## src/rtl/bp_pe_minsum.sv

```systemverilog
// Multi-lane 3-stage min-sum processing element for the BP polar decoder, valid/ready with full-pipeline stall.
// Define OFFSET_MINSUM_EN to subtract OFFSET from the S2 minimum magnitude (offset min-sum).
module bp_pe_minsum #(
    parameter int unsigned BIT_N  = 8,
    parameter int unsigned LANES  = 4,
    parameter int unsigned OFFSET = 1
) (
    input  logic                   clk,
    input  logic                   rst,
    input  logic                   in_valid,
    output logic                   in_ready,
    input  logic [1:0]             mode,
    input  logic [LANES*BIT_N-1:0] in_a,
    input  logic [LANES*BIT_N-1:0] in_b,
    input  logic [LANES*BIT_N-1:0] in_c,
    output logic                   out_valid,
    input  logic                   out_ready,
    output logic [LANES*BIT_N-1:0] out_llr
);

    localparam int unsigned W = LANES * BIT_N;
    localparam logic [1:0] MODE_PRE  = 2'd1;
    localparam logic [1:0] MODE_POST = 2'd2;

    localparam logic [BIT_N-1:0] MAXV = {1'b0, {(BIT_N-1){1'b1}}};
    localparam logic [BIT_N-1:0] MINV = {1'b1, {(BIT_N-1){1'b0}}};
    localparam logic [BIT_N-1:0] NEG_MAXV = {1'b1, {(BIT_N-2){1'b0}}, 1'b1};
    localparam logic signed [BIT_N:0] SUM_MAX = {2'b00, {(BIT_N-1){1'b1}}};
    localparam logic signed [BIT_N:0] SUM_MIN = {2'b11, {(BIT_N-2){1'b0}}, 1'b1};

`ifdef OFFSET_MINSUM_EN
    localparam int unsigned OFS_EN = 1;
`else
    localparam int unsigned OFS_EN = 0;
`endif
    localparam logic [BIT_N-1:0] OFS = BIT_N'(OFFSET * OFS_EN);

    // Add at BIT_N+1 bits, then clamp symmetrically to +/-MAXV
    function automatic logic [BIT_N-1:0] sat_add(input logic [BIT_N-1:0] x, input logic [BIT_N-1:0] y);
        logic signed [BIT_N:0] s;
        s = $signed({x[BIT_N-1], x}) + $signed({y[BIT_N-1], y});
        if (s > SUM_MAX)      return MAXV;
        else if (s < SUM_MIN) return NEG_MAXV;
        else                  return s[BIT_N-1:0];
    endfunction

    function automatic logic [BIT_N-1:0] mag(input logic [BIT_N-1:0] x);
        if (!x[BIT_N-1])   return x;
        else if (x == MINV) return MAXV;
        else               return -x;
    endfunction

    logic             r_v1, r_v2, r_v3;
    logic [W-1:0]     r_a1, r_t1, r_c1;
    logic [1:0]       r_mode1, r_mode2;
    logic [LANES-1:0] r_sign2;
    logic [W-1:0]     r_min2, r_c2;

    logic             w_adv1, w_adv2, w_adv3;
    logic [W-1:0]     w_t, w_min, w_res;
    logic [LANES-1:0] w_sign;

    // Each stage moves when its successor is empty or moving
    always_comb begin
        w_adv3   = !r_v3 || out_ready;
        w_adv2   = !r_v2 || w_adv3;
        w_adv1   = !r_v1 || w_adv2;
        in_ready = w_adv1;
    end

    assign out_valid = r_v3;

    // Per-lane datapath for all three stages
    always_comb begin
        logic [BIT_N-1:0] ma, mt, mn, m;
        w_t    = '0;
        w_min  = '0;
        w_sign = '0;
        w_res  = '0;
        ma     = '0;
        mt     = '0;
        mn     = '0;
        m      = '0;
        for (int unsigned k = 0; k < LANES; k++) begin
            w_t[k*BIT_N +: BIT_N] = (mode == MODE_PRE) ?
                sat_add(in_b[k*BIT_N +: BIT_N], in_c[k*BIT_N +: BIT_N]) : in_b[k*BIT_N +: BIT_N];

            w_sign[k] = r_a1[k*BIT_N + BIT_N - 1] ^ r_t1[k*BIT_N + BIT_N - 1];
            ma = mag(r_a1[k*BIT_N +: BIT_N]);
            mt = mag(r_t1[k*BIT_N +: BIT_N]);
            mn = (ma < mt) ? ma : mt;
            w_min[k*BIT_N +: BIT_N] = (mn > OFS) ? (mn - OFS) : '0;

            m = r_sign2[k] ? -r_min2[k*BIT_N +: BIT_N] : r_min2[k*BIT_N +: BIT_N];
            w_res[k*BIT_N +: BIT_N] = (r_mode2 == MODE_POST) ? sat_add(m, r_c2[k*BIT_N +: BIT_N]) : m;
        end
    end

    always_ff @(posedge clk or posedge rst) begin
        if (rst) begin
            r_v1    <= 1'b0;
            r_v2    <= 1'b0;
            r_v3    <= 1'b0;
            r_a1    <= '0;
            r_t1    <= '0;
            r_c1    <= '0;
            r_mode1 <= '0;
            r_sign2 <= '0;
            r_min2  <= '0;
            r_c2    <= '0;
            r_mode2 <= '0;
            out_llr <= '0;
        end else begin
            if (w_adv1) begin
                r_v1 <= in_valid;
                if (in_valid) begin
                    r_a1    <= in_a;
                    r_t1    <= w_t;
                    r_c1    <= in_c;
                    r_mode1 <= mode;
                end
            end
            if (w_adv2) begin
                r_v2 <= r_v1;
                if (r_v1) begin
                    r_sign2 <= w_sign;
                    r_min2  <= w_min;
                    r_c2    <= r_c1;
                    r_mode2 <= r_mode1;
                end
            end
            if (w_adv3) begin
                r_v3 <= r_v2;
                if (r_v2) out_llr <= w_res;
            end
        end
    end

endmodule

```

## config.mk

```make
export PLATFORM = sky130hd
export DESIGN_NAME = bp_pe_minsum
export DESIGN_NICKNAME = d
export VERILOG_FILES = /design/src/rtl/bp_pe_minsum.sv
export SDC_FILE = /design/constraint.sdc
export NUM_CORES = 1
export LEC_CHECK = 0
export ABC_AREA = 1
export CAP_MARGIN = 40
export CORE_AREA = 2 2 190 332
export CTS_CLUSTER_DIAMETER = 150
export DETAILED_ROUTE_END_ITERATION = 10
export DIE_AREA = 0 0 192 334
export DONT_BUFFER_PORTS = 1
export GPL_ROUTABILITY_DRIVEN = 1
export PLACE_DENSITY = 0.45
export SYNTH_ARGS = -nofsm -noshare
export SYNTH_HDL_FRONTEND = slang
export SYNTH_SLANG_ARGS = --single-unit
```

## constraint.sdc

```tcl
create_clock -name clk -period 7.6 [get_ports clk]
set_clock_uncertainty 0.2 [all_clocks]
set_input_delay 0.76 -clock clk [delete_from_list [all_inputs] [get_ports clk]]
set_output_delay 0.76 -clock clk [all_outputs]
set_load 0.005 [all_outputs]
```

**After elaboration in Yosys (flattened, before gate mapping)**

Cells that the tools add are included.

- $lt $le $gt $ge: 24
- $add $sub $neg: 20
- Multiplexer cells: 52
- Reductions and logical operators: 9
- Bitwise gates (word level): 4
- Equality and inequality tests: 10

Operators with widths:

| operator | number |
|---|---|
| 8-bit two-way mux | 52 |
| 8-bit negator | 12 |
| 8-bit by 8-bit adder with 9-bit output | 8 |
| 9-bit by 8-bit greater-than comparator with 1-bit output (second input constant) | 8 |
| 9-bit by 8-bit less-than comparator with 1-bit output (second input constant) | 8 |
| 8-bit == test (second input constant) | 8 |
| 8-bit by 1-bit greater-than comparator with 1-bit output (second input constant) | 4 |
| 8-bit less-than comparator | 4 |
| 2-bit AND reduction | 3 |
| 1-bit XOR | 4 |
| 1-bit logical NOT | 3 |
| 1-bit logical OR | 3 |
| 2-bit by 1-bit == test with 1-bit output (second input constant) | 1 |
| 2-bit == test (second input constant) | 1 |

- Flip-flop bits (word level): 203
- Output and inout port bits: 34
- Word-level logic and storage cells: 131
- Bits of input ports: 102

**Logic depth before layout (Yosys ltp)**

- Word-level depth: 7
- Depth in mapped cells: 20
- Gate-level depth less buffers: 20

**Worst setup path before layout**

Ideal clock, no wire load.

- Kind: register -> register
- Start: reg r_a1[16]
- End: reg r_min2[23]
- Clock period less this slack: 2.771 ns
- Stages on the path, launching flop included: 17
- Buffers on the path: 0
- Data arrival time: 2.455 ns
- Path slack: 4.829 ns
- Required time: 7.284 ns
- Setup time: 0.116 ns
- Path through: dfrtp_1 inv_1 ha_1 nand3_1 nor3_1 or2_2 a21oi_1 inv_1 ha_1 nand2_1 nor2_1 a211oi_2 nand2_4 nand2_1 nand2_1 nand2_1 nand2_1

- Cells in the longest elaborated chain, start to end: 7
- Elaborated cells between the ends (all ways): 8
- Classes of those cells: add/sub: 1; order compare: 2; eq/ne: 1; mux: 4

RTL lines:

| element | line | source |
|---|---|---|
| start: declaration | 54 | `logic [W-1:0] r_a1, r_t1, r_c1;` |
| start signal: assignment | 117 | `r_a1 <= in_a;` |
| 8-bit negator / 8-bit == test (equally long branches) | 50, 49 |  |
| 8-bit two-way mux | 49 | `else if (x == MINV) return MAXV;` |
| 8-bit two-way mux * | 48 | `if (!x[BIT_N-1]) return x;` |
| 8-bit less-than comparator | 91 | `mn = (ma < mt) ? ma : mt;` |
| 8-bit two-way mux * | 91 |  |
| 8-bit by 1-bit greater-than comparator with 1-bit output | 92 | `w_min[k*BIT_N +: BIT_N] = (mn > OFS) ? (mn - OFS) : '0;` |
| 8-bit two-way mux * | 92 |  |
| end signal: assignment | 127 | `r_min2 <= w_min;` |
| end: declaration | 57 | `logic [W-1:0] r_min2, r_c2;` |

Every way passes the cells marked *; elsewhere a longest branch is shown, timed or not.
A chain may end at the register's enable or synchronous reset.

**Worst setup path in the final report**

- Start: reg r_a1[0]
- End: reg r_min2[1]

Same word-level chain as after synthesis.

==> impl_metrics.toml <==
[final_layout]
nFillCells = 6961
layout.nets = 2437
multi_input_area_mm2 = 0.00884
layout-drive-gt1-share = 0.0573
area_growth_syn_to_layout_pct = 10.5
seqCellArea_mm2 = 0.00508
design_area_mm2 = 0.0168

[timing]
whs_ns = 0.140
worst_pin_slew_ns = 0.845
final.min_clock_period_ns = 3.26
grt_setup_unrepaired = "false"
setup_tns_ns = 0
maxSlewViolCount = 0
worst_slack_ns = 4.34
hold_viol = 0
fmax_ghz = 0.307
max-slew-margin-rel = 0.435
finalCritPeriodShare = 0.429
finalSetupViolCount = 0

[power]
power.density_mw_per_mm2 = 375
leakage_uw = 0.00898
ir_worst_vdd_v = 0.000145

[global_route]
grt.total_usage = 0.137
antenna_found_initial = 3
grt_pass1_vias = 13749
grt_overflow = 0
grt_pass1_wl_mm = 72.1
grt_start_max_net_pins = 77

[placement]
post-place-ws_ns = 3.98
dp_hpwl_mm = 34.8
placed_cell_area_mm2 = 0.0161
io_buffer_count = 0
gp_congestion = 0.867

[routing]
num_vias = 13653
ant_nets = 0
drtIter0Drc = 643
met3_wirelength_mm = 2.34
wl_met1_mm = 20.2
top_layer = "met5"
wl_per_cell_um = 14.4
avgViaCountPerCell = 4.50
wl_met2_mm = 20.5
drt_pre_antenna_iters = 5
drcViolationCount = 0
routed_wl_mm = 43.8

[worst_setup_path]
worstPathMaxFanout = 9
timing.critical_path.buf_inv = 2
critPathLaunch = "r_a1[0]"
cp.depth = 15
worstSetupPathType = "reg -> reg"
path_delay_family = "simple AND/OR/NAND/NOR gates"
path_common_cell = "nand2_1"
endpoint = "r_min2[1]"
ff2ff_setup_slack_ns = 4.34
r2r-end = "r_min2[1]"
cp-start-kind = "flip-flop"
cp_data_required_time_ns = 7.87
rr_startpoint = "r_a1[0]"
crit_path_cell_trace = "inv_1 -> ha_1 -> nand3_1 -> nor3_1 -> or2_2 -> a21oi_1 -> inv_1 -> ha_1 -> nand2_1 -> nor2_1 -> a211oi_2 -> nand2_4 -> nand2_1 -> nand3_1 -> nand2_1"
r2r_cells = 15
critPathSlowestCell = "a211oi_2"
critPathMaxStageDelay_ns = 0.56
crit_path_end_kind = "flip-flop"
arrival_ns = 3.52

[synthesis]
synth_fa_ha_area_frac = 0.0993
ys_async_sr_fraction = 1.00
synth_flop_cell = "dfrtp_1"
syn_inst = 2238
synth-seq-cells = 203
synth-edff-count = 0
ys_types = 43
syn_avg_cell_area_um2 = 6.80
mappedNetlistNets = 2456
synth_top_family_by_area = "simple AND/OR/NAND/NOR gates"
synth_top_area_share = 0.334
synth_simple_gate_area_share = 0.359
synth_mux_area_frac = 0
synth-compound-area-share = 0.0973
synth_xor_xnor_area_share = 0.0242
synth_area_leader_cell = "dfrtp_1"
ys_top_cells_by_area = "dfrtp_1, nand2_1, ha_1"
netlist_area_mm2 = 0.0152
yosysSeqAreaShare = 0.334
yosys_warnings = 0

[die]
io_pins = 136
die_y_um = 334
initial_utilization = 0.247
rows = 121
die_w_um = 192
fp.dieArea_mm2 = 0.0641
core_area_mm2 = 0.0618

[clocking]
cts_buffers = 21
insertion_delay_ns = 0.53
clock-sinks = 203
h-tree-depth = 1
cts-root-buf = "clkbuf_16"
cts_tree = "done"
cts_resized = 0
clkTransAtPathRegs_ns = 0.07
clk_path_buf_depth = 3

[job]
drv_cap = 0

[hold_path]
hp-start = "in_c[6]"
worst_hold_path_type = "in -> reg"

[run_status]
outcome = "finished clean"
## metal layers
| metal | track usage | vias to the layer above |
|---|---|---|
| met4 | 0.0331 | 2 |
| met1 | 0.177 | 6239 |
| li1 | - | 7146 |
| met2 | 0.234 | 226 |
| met5 | 0 | - |
| met3 | 0.0273 | 40 |
## logic make-up (layout without fill, tap and decap cells)
kind of cell	after synthesis	in the layout
other cells	0	2
fa+ha+maj	116	116
buf+inv	349	345
xor+xnor	42	42
compound gates	275	275
flops	203	203
simple gates	1253	1253
## per-stage QoR
stage | utilization | cells | power [µW]
2_1_floorplan | - | 2238 | 4460
3_5_place_dp | 0.261 | 2994 | 5290
6_report | 0.272 | 3035 | 6320
4_1_cts | 0.272 | 3033 | 6410
3_3_place_gp | 0.261 | 2993 | 5260
5_1_grt | 0.272 | 3035 | 7040
## worst min-delay path by stage
stage                             to  cells after the start
after floorplan              r_c2[0]                      2
after CTS                    r_c1[6]                      2
after global routing         r_c1[0]                      2
final                        r_c1[6]                      2
after detailed placement  r_min2[17]                      2
after global placement    r_min2[25]                      2
## layout by cell type (no fill, tap or decap), types with 5 or more instances in the layout
master       n
nand2_1    771
inv_1      286
dfrtp_1    203
nand3_1    170
a21oi_1    133
nor2_1     131
ha_1       108
o21ai_0    105
nand4_1     39
nor3_1      37
xor2_1      31
or2_2       26
nand3b_1    24
clkbuf_16   21
nand2_2     20
xnor2_1     11
nor2_4       8
fa_1         8
buf_4        8
inv_2        7
nor2_2       7
o21a_1       7
nand2_4      7
clkbuf_1     6
clkinv_2     5
## cell usage after synthesis, drive strengths merged (4+ instances only)
cell / instances
buf: 15
o21a: 7
dfrtp: 203
nand2: 799
clkbuf: 37
nor3: 38
o31ai: 4
nand4: 41
o21ai: 106
nor2: 146
nand3: 170
xnor2: 11
o21bai: 4
nand3b: 24
a211oi: 4
a31oi: 4
fa: 8
o211ai: 4
xor2: 31
ha: 108
a21oi: 135
or2: 26
inv: 295
## sequential cells by signal, indices dropped and copies added (netlist names), 2 cells and up
signal / flops
out_llr: 32
r_a1: 32
r_c1: 32
r_c2: 32
r_min2: 32
r_mode1: 2
r_mode2: 2
r_sign2: 4
r_t1: 32
## power breakdown
| group | internal (µW) | leakage, µW | switching [µW] | total [µW] |
|---|---|---|---|---|
| logic | 1260 | 0.00619 | 2230 | 3490 |
| clock network | 601 | 0.000337 | 461 | 1060 |
| registers | 1420 | 0.00246 | 343 | 1760 |
| total | 3280 | 0.00898 | 3030 | 6320 |
## final cells by class
class | count | area share
flip-flops and latches | 203 | 0.302
clock buffers | 29 | 0.0342
diodes | 2 | 0.000297
inverters | 297 | 0.0669
well taps | 799 | 0.0594
clock inverters | 9 | 0.00610
repair buffers | 10 | 0.00580
multi-input cells | 1686 | 0.525
## what timing repair did
action	CTS	global route
hold buffers	1	0
setup buffers	0	0
hold endpoints to repair	74	0
Note: power is estimated with default switching activity, not from simulation.
